<file path="config.mk">
export PLATFORM = sky130hd
export DESIGN_NAME = regfile_host_ctrl_flat
export DESIGN_NICKNAME = d
export VERILOG_FILES = /design/src/rtl/regfile_host_ctrl_pkg.sv /design/src/rtl/regfile_host_ctrl_if.sv /design/src/rtl/regfile_host_ctrl_word_shadow_buf.sv /design/src/rtl/regfile_host_ctrl.sv /design/src/flat_wrapper.sv
export SDC_FILE = /design/constraint.sdc
export NUM_CORES = 1
export LEC_CHECK = 0
export ABC_AREA = 1
export BUFFER_PORTS_ARGS = -buffer_cell sky130_fd_sc_hd__buf_2
export CORE_AREA = 2 2 236 238
export DETAILED_ROUTE_END_ITERATION = 7
export DIE_AREA = 0 0 238 240
export SYNTH_ARGS = -nofsm -noshare
export SYNTH_HDL_FRONTEND = slang
export SYNTH_SLANG_ARGS = --single-unit
</file>
<file path="constraint.sdc">
create_clock -name clock -period 3.45 [get_ports clock]
set_input_delay 0.345 -clock clock [delete_from_list [all_inputs] [get_ports clock]]
set_output_delay 0.345 -clock clock [all_outputs]
set_load 0.02 [all_outputs]
</file>
<file path="src/rtl/regfile_host_ctrl_pkg.sv">
// Shared types and helpers for the word-serial register-file host controller.
package regfile_host_pkg;

    typedef enum logic [2:0] {
        IDLE,
        RD_LOAD,
        RD_SEND,
        WR_FILL,
        WR_COMMIT
    } ctrlState_t;

    // Header fields are positioned relative to the word MSB: op at WORD_W-1, reg select at WORD_W-2 downward.
    localparam int unsigned HDR_OP_OFS  = 1;
    localparam int unsigned HDR_SEL_OFS = 2;

    localparam int unsigned LEN_TABLE_MAX_W = 4096;

    // Words per register for entry regIdx: zero reads as one, oversize entries saturate at maxLen.
    function automatic int unsigned len_lookup(
        input logic [LEN_TABLE_MAX_W-1:0] lenTable,
        input int unsigned                regIdx,
        input int unsigned                cntW,
        input int unsigned                maxLen
    );
        int unsigned entry;
        entry = 0;
        for (int unsigned b = 0; b < 32; b++) begin
            if (b < cntW) begin
                entry[b] = lenTable[regIdx*cntW + b];
            end
        end
        if (entry == 0) begin
            return 1;
        end
        if (entry > maxLen) begin
            return maxLen;
        end
        return entry;
    endfunction

endpackage

</file>
<file path="src/rtl/regfile_host_ctrl_if.sv">
// Host-side valid/ready channels: header/payload words in, read words out.
interface regfile_host_ctrl_if #(
    parameter int WORD_W = 32
);
    logic              in_valid;
    logic              in_ready;
    logic [WORD_W-1:0] in_data;
    logic              out_valid;
    logic              out_ready;
    logic [WORD_W-1:0] out_data;
    logic              out_last;

    modport master (
        output in_valid, in_data, out_ready,
        input  in_ready, out_valid, out_data, out_last
    );

    modport slave (
        input  in_valid, in_data, out_ready,
        output in_ready, out_valid, out_data, out_last
    );
endinterface

</file>
<file path="src/rtl/regfile_host_ctrl_word_shadow_buf.sv">
// REG_W shadow register built from WORD_W slices: clear, full snapshot, single-word load, word-select read.
module word_shadow_buf import regfile_host_pkg::*; #(
    parameter int WORD_W = 32,
    parameter int REG_W  = 256,
    parameter int IDX_W  = 3
) (
    input  logic              clock,
    input  logic              reset_n,
    input  logic              clear,
    input  logic              snapEn,
    input  logic [REG_W-1:0]  snapData,
    input  logic              wordWe,
    input  logic [IDX_W-1:0]  wordIdx,
    input  logic [WORD_W-1:0] wordIn,
    output logic [REG_W-1:0]  shadow,
    output logic [WORD_W-1:0] wordOut
);
    localparam int NWORDS = REG_W / WORD_W;

    for (genvar gi = 0; gi < NWORDS; gi++) begin : gWord
        logic [WORD_W-1:0] wordReg;

        // Clear wins over snapshot, snapshot over a single-word load.
        always_ff @(posedge clock or negedge reset_n) begin
            if (!reset_n) begin
                wordReg <= '0;
            end else if (clear) begin
                wordReg <= '0;
            end else if (snapEn) begin
                wordReg <= snapData[gi*WORD_W +: WORD_W];
            end else if (wordWe && (wordIdx == IDX_W'(gi))) begin
                wordReg <= wordIn;
            end
        end

        assign shadow[gi*WORD_W +: WORD_W] = wordReg;
    end

    assign wordOut = shadow[wordIdx*WORD_W +: WORD_W];

endmodule

</file>
<file path="src/rtl/regfile_host_ctrl.sv">
// Word-serial host front end for the coprocessor register file (header decode, read streaming, write assembly).
// Optional abort input is enabled by defining REGFILE_HOST_CTRL_ABORT_EN.
module regfile_host_ctrl import regfile_host_pkg::*; #(
    parameter int WORD_W   = 32,
    parameter int REG_W    = 256,
    parameter int NUM_REGS = 16,
    parameter int CNT_W    = 4,
    parameter logic [NUM_REGS*CNT_W-1:0] LEN_TABLE = {NUM_REGS{CNT_W'(REG_W/WORD_W)}},
    localparam int SEL_W   = (NUM_REGS > 1) ? $clog2(NUM_REGS) : 1
) (
    input  logic                clock,
    input  logic                reset_n,
    regfile_host_ctrl_if.slave  host,
`ifdef REGFILE_HOST_CTRL_ABORT_EN
    input  logic                abort,
`endif
    output logic [SEL_W-1:0]    dp_sel,
    output logic [NUM_REGS-1:0] dp_we,
    output logic [REG_W-1:0]    dp_wdata,
    input  logic [REG_W-1:0]    dp_rdata,
    output logic                busy
);
    localparam int WPR   = REG_W / WORD_W;
    localparam int IDX_W = (WPR > 1) ? $clog2(WPR) : 1;
    localparam logic [LEN_TABLE_MAX_W-1:0] LEN_TABLE_EXT = LEN_TABLE_MAX_W'(LEN_TABLE);

    // Burst lengths are stored as last word index so the counter compare needs no subtraction.
    logic [IDX_W-1:0] lastIdxTable [NUM_REGS];
    for (genvar gi = 0; gi < NUM_REGS; gi++) begin : gLen
        assign lastIdxTable[gi] = IDX_W'(len_lookup(LEN_TABLE_EXT, gi, CNT_W, WPR) - 1);
    end

    ctrlState_t       stateReg, stateNext;
    logic [IDX_W-1:0] kReg, kNext;
    logic [IDX_W-1:0] lastReg, lastNext;
    logic [SEL_W-1:0] selReg, selNext;

    logic             abortHit;
    logic             opWrite;
    logic [SEL_W-1:0] hdrSel;
    logic             hdrSelOk;
    logic             shadowClear, snapEn, wordWe, weEn, inReady, outValid;
    logic [WORD_W-1:0] wordOut;

`ifdef REGFILE_HOST_CTRL_ABORT_EN
    assign abortHit = abort;
`else
    assign abortHit = 1'b0;
`endif

    assign opWrite  = host.in_data[WORD_W-HDR_OP_OFS];
    assign hdrSel   = host.in_data[WORD_W-HDR_SEL_OFS -: SEL_W];
    assign hdrSelOk = int'(hdrSel) < NUM_REGS;

    always_ff @(posedge clock or negedge reset_n) begin
        if (!reset_n) begin
            stateReg <= IDLE;
            kReg     <= '0;
            lastReg  <= '0;
            selReg   <= '0;
        end else begin
            stateReg <= stateNext;
            kReg     <= kNext;
            lastReg  <= lastNext;
            selReg   <= selNext;
        end
    end

    always_comb begin
        stateNext   = stateReg;
        kNext       = kReg;
        lastNext    = lastReg;
        selNext     = selReg;
        shadowClear = 1'b0;
        snapEn      = 1'b0;
        wordWe      = 1'b0;
        weEn        = 1'b0;
        inReady     = 1'b0;
        outValid    = 1'b0;
        case (stateReg)
            IDLE: begin
                inReady = 1'b1;
                // An out-of-range select is consumed without leaving IDLE.
                if (host.in_valid && hdrSelOk) begin
                    selNext  = hdrSel;
                    lastNext = lastIdxTable[hdrSel];
                    kNext    = '0;
                    if (opWrite) begin
                        shadowClear = 1'b1;
                        stateNext   = WR_FILL;
                    end else begin
                        stateNext   = RD_LOAD;
                    end
                end
            end
            RD_LOAD: begin
                snapEn    = 1'b1;
                kNext     = '0;
                stateNext = RD_SEND;
            end
            RD_SEND: begin
                outValid = 1'b1;
                if (host.out_ready) begin
                    if (kReg == lastReg) begin
                        kNext     = '0;
                        stateNext = IDLE;
                    end else begin
                        kNext = kReg + IDX_W'(1);
                    end
                end
            end
            WR_FILL: begin
                inReady = 1'b1;
                if (host.in_valid) begin
                    wordWe = 1'b1;
                    if (kReg == lastReg) begin
                        kNext     = '0;
                        stateNext = WR_COMMIT;
                    end else begin
                        kNext = kReg + IDX_W'(1);
                    end
                end
            end
            WR_COMMIT: begin
                weEn      = 1'b1;
                stateNext = IDLE;
            end
            default: stateNext = IDLE;
        endcase
        // Abort overrides everything decided above, including a same-cycle handshake or commit.
        if (abortHit) begin
            stateNext   = IDLE;
            kNext       = '0;
            lastNext    = lastReg;
            selNext     = selReg;
            shadowClear = 1'b0;
            snapEn      = 1'b0;
            wordWe      = 1'b0;
            weEn        = 1'b0;
        end
    end

    word_shadow_buf #(
        .WORD_W (WORD_W),
        .REG_W  (REG_W),
        .IDX_W  (IDX_W)
    ) uShadow (
        .clock    (clock),
        .reset_n  (reset_n),
        .clear    (shadowClear),
        .snapEn   (snapEn),
        .snapData (dp_rdata),
        .wordWe   (wordWe),
        .wordIdx  (kReg),
        .wordIn   (host.in_data),
        .shadow   (dp_wdata),
        .wordOut  (wordOut)
    );

    assign host.in_ready  = inReady;
    assign host.out_valid = outValid;
    assign host.out_data  = wordOut;
    assign host.out_last  = outValid && (kReg == lastReg);
    assign dp_sel         = selReg;
    assign dp_we          = weEn ? (NUM_REGS'(1) << selReg) : '0;
    assign busy           = (stateReg != IDLE);

endmodule

</file>
<file path="src/flat_wrapper.sv">
// flat-port wrapper written by rule: the top's interface ports become plain ports
module regfile_host_ctrl_flat import regfile_host_pkg::*;
#(
    parameter int WORD_W   = 32,
    parameter int REG_W    = 256,
    parameter int NUM_REGS = 16,
    parameter int CNT_W    = 4,
    parameter logic [NUM_REGS*CNT_W-1:0] LEN_TABLE = {NUM_REGS{CNT_W'(REG_W/WORD_W)}},
    localparam int SEL_W   = (NUM_REGS > 1) ? $clog2(NUM_REGS) : 1
)
  (clock, reset_n, dp_sel, dp_we, dp_wdata, dp_rdata, busy, host_in_valid, host_in_data, host_out_ready, host_in_ready, host_out_valid, host_out_data, host_out_last);
  regfile_host_ctrl_if #(.WORD_W(WORD_W)) host_i ();
  input  logic clock;
  input  logic reset_n;
  output logic [SEL_W-1:0] dp_sel;
  output logic [NUM_REGS-1:0] dp_we;
  output logic [REG_W-1:0] dp_wdata;
  input  logic [REG_W-1:0] dp_rdata;
  output logic busy;
  input wire logic [$bits(host_i.in_valid)-1:0] host_in_valid;
  input wire logic [$bits(host_i.in_data)-1:0] host_in_data;
  input wire logic [$bits(host_i.out_ready)-1:0] host_out_ready;
  output wire logic [$bits(host_i.in_ready)-1:0] host_in_ready;
  output wire logic [$bits(host_i.out_valid)-1:0] host_out_valid;
  output wire logic [$bits(host_i.out_data)-1:0] host_out_data;
  output wire logic [$bits(host_i.out_last)-1:0] host_out_last;
  assign host_i.in_valid = host_in_valid;
  assign host_i.in_data = host_in_data;
  assign host_i.out_ready = host_out_ready;
  assign host_in_ready = host_i.in_ready;
  assign host_out_valid = host_i.out_valid;
  assign host_out_data = host_i.out_data;
  assign host_out_last = host_i.out_last;
  regfile_host_ctrl #(.WORD_W(WORD_W), .REG_W(REG_W), .NUM_REGS(NUM_REGS), .CNT_W(CNT_W), .LEN_TABLE(LEN_TABLE)) u_core (.clock(clock), .reset_n(reset_n), .host(host_i), .dp_sel(dp_sel), .dp_we(dp_we), .dp_wdata(dp_wdata), .dp_rdata(dp_rdata), .busy(busy));
endmodule
</file>
### Word-level counts from Yosys, hierarchy flattened

Memory sizes are Yosys's and may differ from the RTL's. A register that Yosys moved wholly into a read port is not among the register bits.
Cells that the tools add are included.

* register bits: 266
* memory bits (writable): 0
* logic and storage cells: 105
* input bits: 292
* output and inout port bits: 312
* ROM bits: 48
* memories kept: 1
* latch bits: 0

* bitwise operators: 1
* add/sub/neg operators: 1
* shift-type cells: 2
* multipliers: 0
* reductions and logical operators: 26
* magnitude comparators: 0
* mux-type cells: 46
* equal/unequal tests: 17
* div/mod/pow operators: 0

Memories
* (no name shown): words 16, width 3, read ports 1, clocked after memory_dff 1, write ports 0, line regfile_host_ctrl.sv:86 `lastNext = lastIdxTable[hdrSel];`

Operators with widths (count)
* 32-bit 2-to-1 mux: 24
* 256-bit by 9-bit indexed part select with 32-bit output: 1
* 3-bit 2-to-1 mux: 9
* 3-bit nonzero test: 9
* 3-bit one-hot mux with 4 select lines: 2
* 16-bit 2-to-1 mux: 1
* 1-bit by 4-bit left shift with 16-bit output (first input constant): 1
* 3-bit equality test (second input constant): 5
* 3-bit by 2-bit equality test with 1-bit output (second input constant): 4
* 1-bit logical AND: 9
* 1-bit 2-to-1 mux: 9
* 3-bit by 1-bit equality test with 1-bit output (second input constant): 2
* 3-bit logical NOT: 2
* 2-bit != test (second input constant): 3
* 4-bit NOT with 5-bit output: 1
* 5-bit AND reduction: 1
* 2-bit by 1-bit != test with 1-bit output (second input constant): 2
* 4-bit AND reduction: 1
* 4-bit nonzero test: 1
* 3-bit by 1-bit adder with 3-bit output (second input constant): 1
* 3-bit equality test: 1
* 2-bit 2-to-1 mux: 1
* 2-bit AND reduction: 1
* 2-bit OR reduction: 1
* 1-bit logical NOT: 1

### Longest topological paths before layout

* word-level depth: 6
* mapped depth: 12
* gate-level depth less buffers: 8

### Cells and area by module

Synthesis repeated with hierarchy kept, for this count alone.

* cell total of the unflattened synthesis: 2545
* area, all modules: 16057.9 sq um

Modules (own cells, without submodules)
* word_shadow_buf: times used 1, cells an instance 2436, area an instance 15333.5 sq um, seq. area each 6406.1 sq um
* regfile_host_ctrl: times used 1, cells an instance 109, area an instance 724.4 sq um, seq. area each 275.3 sq um

### Worst setup path before layout

OpenSTA, ideal clock, no wires.

* path kind: register -> register
* start: reg u_core.kReg[0]
* end: reg u_core.uShadow.gWord[2].wordReg[1]
* path buffers: 4
* library setup time: 0.066 ns
* setup slack: 1.443 ns
* cell stages (with the launch flop): 13
* arrival time: 1.941 ns
* required time: 3.384 ns
* clock period less this slack: 2.007 ns
* cell sequence: dfrtp_1 -> clkbuf_1 -> inv_1 -> buf_2 -> buf_1 -> ha_1 -> inv_1 -> nor2_1 -> nand2_2 -> nand2_1 -> buf_2 -> nand3_1 -> nand2_1

* longest elaborated chain between the ends: 3

RTL lines
* start, declared: line regfile_host_ctrl.sv:34 `logic [IDX_W-1:0] kReg, kNext;`
* start signal, assigned: line regfile_host_ctrl.sv:63 `kReg <= kNext;`
* 3-bit by 2-bit equality test with 1-bit output: line regfile_host_ctrl_word_shadow_buf.sv:31 `end else if (wordWe && (wordIdx == IDX_W'(gi))) begin`
* 1-bit logical AND: line regfile_host_ctrl_word_shadow_buf.sv:31
* 3-bit nonzero test (no line)
* end signal, assigned: line regfile_host_ctrl_word_shadow_buf.sv:30 `wordReg <= snapData[gi*WORD_W +: WORD_W];`
* end signal, assigned: line regfile_host_ctrl_word_shadow_buf.sv:32 `wordReg <= wordIn;`
* end, declared: line regfile_host_ctrl_word_shadow_buf.sv:21 `logic [WORD_W-1:0] wordReg;`

No other way between the ends.
A chain may end at the register's enable or synchronous reset.

### Worst setup path after layout

* start: reg u_core.kReg[0]
* end: out host_out_data[15]

* longest elaborated chain between the ends: 1

RTL lines
* 256-bit by 9-bit indexed part select with 32-bit output: line regfile_host_ctrl_word_shadow_buf.sv:39 `assign wordOut = shadow[wordIdx*WORD_W +: WORD_W];`
* end, declared: line flat_wrapper.sv:25 `output wire logic [$bits(host_i.out_data)-1:0] host_out_data;`

No other way between the ends.

==> impl_metrics.env <==
export IMPL_max_slew_margin=0.372
export IMPL_cts_root_buf="clkbuf_16"
export IMPL_min_delay_path_class="in2reg"
export IMPL_met1_usage=0.363
export IMPL_fmax_mhz=303
export IMPL_startpoint_type="flop"
export IMPL_cts_buffers=35
export IMPL_worstPathCellList="inv_4 > buf_4 > nor2_1 > o21ai_0 > nand2_1 > nand2_1 > buf_2"
export IMPL_busiest_layer="met2"
export IMPL_start_util=0.295
export IMPL_finalWeightedCongestion=0.923
export IMPL_post_cts_buffers=0
export IMPL_fin_hold_ws_ns=0.149
export IMPL_grt_util_met3=0.0666
export IMPL_seqPwrFrac=0.259
export IMPL_outcome="completed"
export IMPL_avgSynthCellArea_um2=6.79
export IMPL_dp_hpwl_um=62200
export IMPL_rows=86
export IMPL_overflow=0
export IMPL_tightest_slew_ns=0.942
export IMPL_async_reset_ff_frac=1.00
export IMPL_slowest_delay_ns=0.50
export IMPL_fin_total_pwr_uw=24000
export IMPL_hold_violations=0
export IMPL_maxCapViolCount=0
export IMPL_post_route_period_util=0.956
export IMPL_synth_seq_area_share=0.415
export IMPL_design_die_area_um2=57100
export IMPL_routed_wl_um=87800
export IMPL_clkLatencyLatePin_ns=0.55
export IMPL_clkSinkCount=267
export IMPL_synth_warnings=0
export IMPL_p_clk_frac=0.152
export IMPL_skew_ns=0.0274
export IMPL_slew_viol_final=0
export IMPL_worstPathMaxFanout=48
export IMPL_syn_area_um2=16100
export IMPL_fillCellCount=6069
export IMPL_wl_per_cell_um=24.6
export IMPL_use_met2=0.494
export IMPL_synth_top_area_frac=0.415
export IMPL_ctsResizeCount=0
export IMPL_fin_nets=3146
export IMPL_finalCriticalPeriod_ns=3.30
export IMPL_core_um2=54700
export IMPL_pin_count=604
export IMPL_synth_top_cell_by_area="dfrtp_1"
export IMPL_drive_above_1_share=0.251
export IMPL_arrival_ns=2.95
export IMPL_power_switching_uw=13300
export IMPL_antenna_left=0
export IMPL_synth_commonest_cells="nand3_1, nand2_1, dfrtp_1"
export IMPL_path_clk_slew_ns=0.06
export IMPL_drc=0
export IMPL_final_util=0.379
export IMPL_grt_pass1_wl_um=127000
export IMPL_crit_path_end_kind="output pin"
export IMPL_syn2layout_area_growth_pct=28.7
export IMPL_synth_edf_count=0
export IMPL_die_h_um=240
export IMPL_p_sw_frac=0.554
export IMPL_rsz0062_at_grt="false"
export IMPL_yosys_cell_types_count=23
export IMPL_cp_required_ns=3.11
export IMPL_antenna_found_initial=9
export IMPL_path_class="reg2out"
export IMPL_cts_buffer_depth=3
export IMPL_syn_num_nets=2670
export IMPL_grt_max_degree=149
export IMPL_setup_violations=0
export IMPL_die_x_um=238
export IMPL_crit_slowest_cell="dfrtp_4"
export IMPL_first_pass_iters=8
export IMPL_yosysMostFrequentCell="nand3_1"
export IMPL_grt_pass1_vias=18800
export IMPL_grt_usage=0.299
export IMPL_cp_common_cell="nand2_1"
export IMPL_drt_iter0_drc=1966
export IMPL_numPortBuffers=603
export IMPL_h_tree_depth=2
export IMPL_via_per_inst=5.50
export IMPL_num_vias=19700
export IMPL_p_per_area_nw_per_um2=1160
export IMPL_peakVddDrop_v=0.000769
export IMPL_ys_ff_latch=267
export IMPL_cts_tree="yes"
export IMPL_pwr_share_comb=0.589
export IMPL_ys_top_cells_by_area="dfrtp_1, nand3_1, nand2_1"
export IMPL_p_int_uw=10700
export IMPL_synthFlopType="dfrtp_1"
export IMPL_p_leak_uw=0.0115
export IMPL_setup_tns_final_ns=0
export IMPL_synthCells=2372
[layout by cell type (no fill, tap or decap), drive strengths merged]
master and count:
nand3 783, nand2 686, buf 653, dfrtp 267
nor2 192, o21ai 162, clkbuf 47, o22ai 32
inv 25, ha 6, clkinv 6, diode 4
a21oi 4, bufinv 2, nor3 1, a21boi 1
nand4 1, dlygate4sd3 1
[layer usage]
| metal | vias to the layer above | part of all wire |
|---|---|---|
| met5 | - | 0.00015 |
| met4 | 2 | 0.059 |
| met3 | 232 | 0.087 |
| met2 | 1080 | 0.48 |
| met1 | 9428 | 0.38 |
| li1 | 8940 | - |
[critical path: cells and delay by family, from the launching register on]
| kind | cells | cell delay, ns |
|---|---|---|
| AO/OA/AOI/OAI | 1 | 0.28 |
| buffers and inverters | 3 | 1.03 |
| flip-flops | 1 | 0.50 |
| AND/OR/NAND/NOR | 3 | 0.51 |
[area by class of cell]
type | instances | area [µm²] | area share
antenna | 4 | 10.0 | 0.000483
tap | 704 | 881 | 0.0425
clock inverter | 11 | 123 | 0.00591
sequential | 267 | 6690 | 0.323
timing repair buffer | 654 | 3550 | 0.171
clock buffer | 47 | 981 | 0.0473
multi-input combinational | 1868 | 8410 | 0.406
inverter | 22 | 85.1 | 0.00410
[what timing repair did]
action | in CTS | in global routing
hold buffers | 1 | 0
endpoints found under the hold margin | 33 | 0
endpoints found under the setup margin | 0 | 0
[registers in the layout (all words and copies together), names as in the netlist]
register	count
u_core.stateReg	3
u_core.kReg	3
u_core.uShadow.gWord.wordReg	256
u_core.lastReg	1
u_core.dp_sel	4
[power by group through the flow]
stage               clock, µW  combinational [µW]  sequential [µW]
CTS                      3710               14200             6180
global route             3840               15400             6340
global placement            0               14000             6250
finish                   3650               14200             6230
floorplan                   0                7220             7300
detailed placement          0               14200             6220
[cell families (layout without fill, tap and decap cells)]
logic type      after synthesis  count (layout)  synth area share
compound gates              199             199            0.0647
buf+inv                     237             734            0.0649
flops                       267             267             0.415
simple gates               1663            1663             0.451
other cells                   0               4                 0
fa+ha+maj                     6               6           0.00466
[worst paths after layout]
| check | slack, ns | end | start | depth (start not counted) |
|---|---|---|---|---|
| max in group asynchronous | 2.29 | u_core.uShadow.gWord[5].wordReg[19] | reset_n | 3 |
| setup / recovery | 0.15 | host_out_data[15] | u_core.kReg[0] | 7 |
| min in group asynchronous | 0.26 | u_core.uShadow.gWord[3].wordReg[7] | reset_n | 2 |
| setup reg to reg | 0.80 | u_core.uShadow.gWord[2].wordReg[17] | u_core.stateReg[1] | 6 |
| hold / removal | 0.15 | u_core.dp_sel[3] | host_in_data[30] | 3 |
| hold reg to reg | 0.51 | u_core.lastReg[1] | u_core.lastReg[1] | 2 |
[stage by stage]
step,setup slack [ns],cell area (µm²),instances
finish,0.152,20700,3577
detailed placement,0.691,19600,3514
CTS,0.0896,20700,3573
floorplan,1.44,16100,2372
global placement,0.683,19600,3514
global route,0.0265,20700,3577
(Power assumes the default switching activity.)
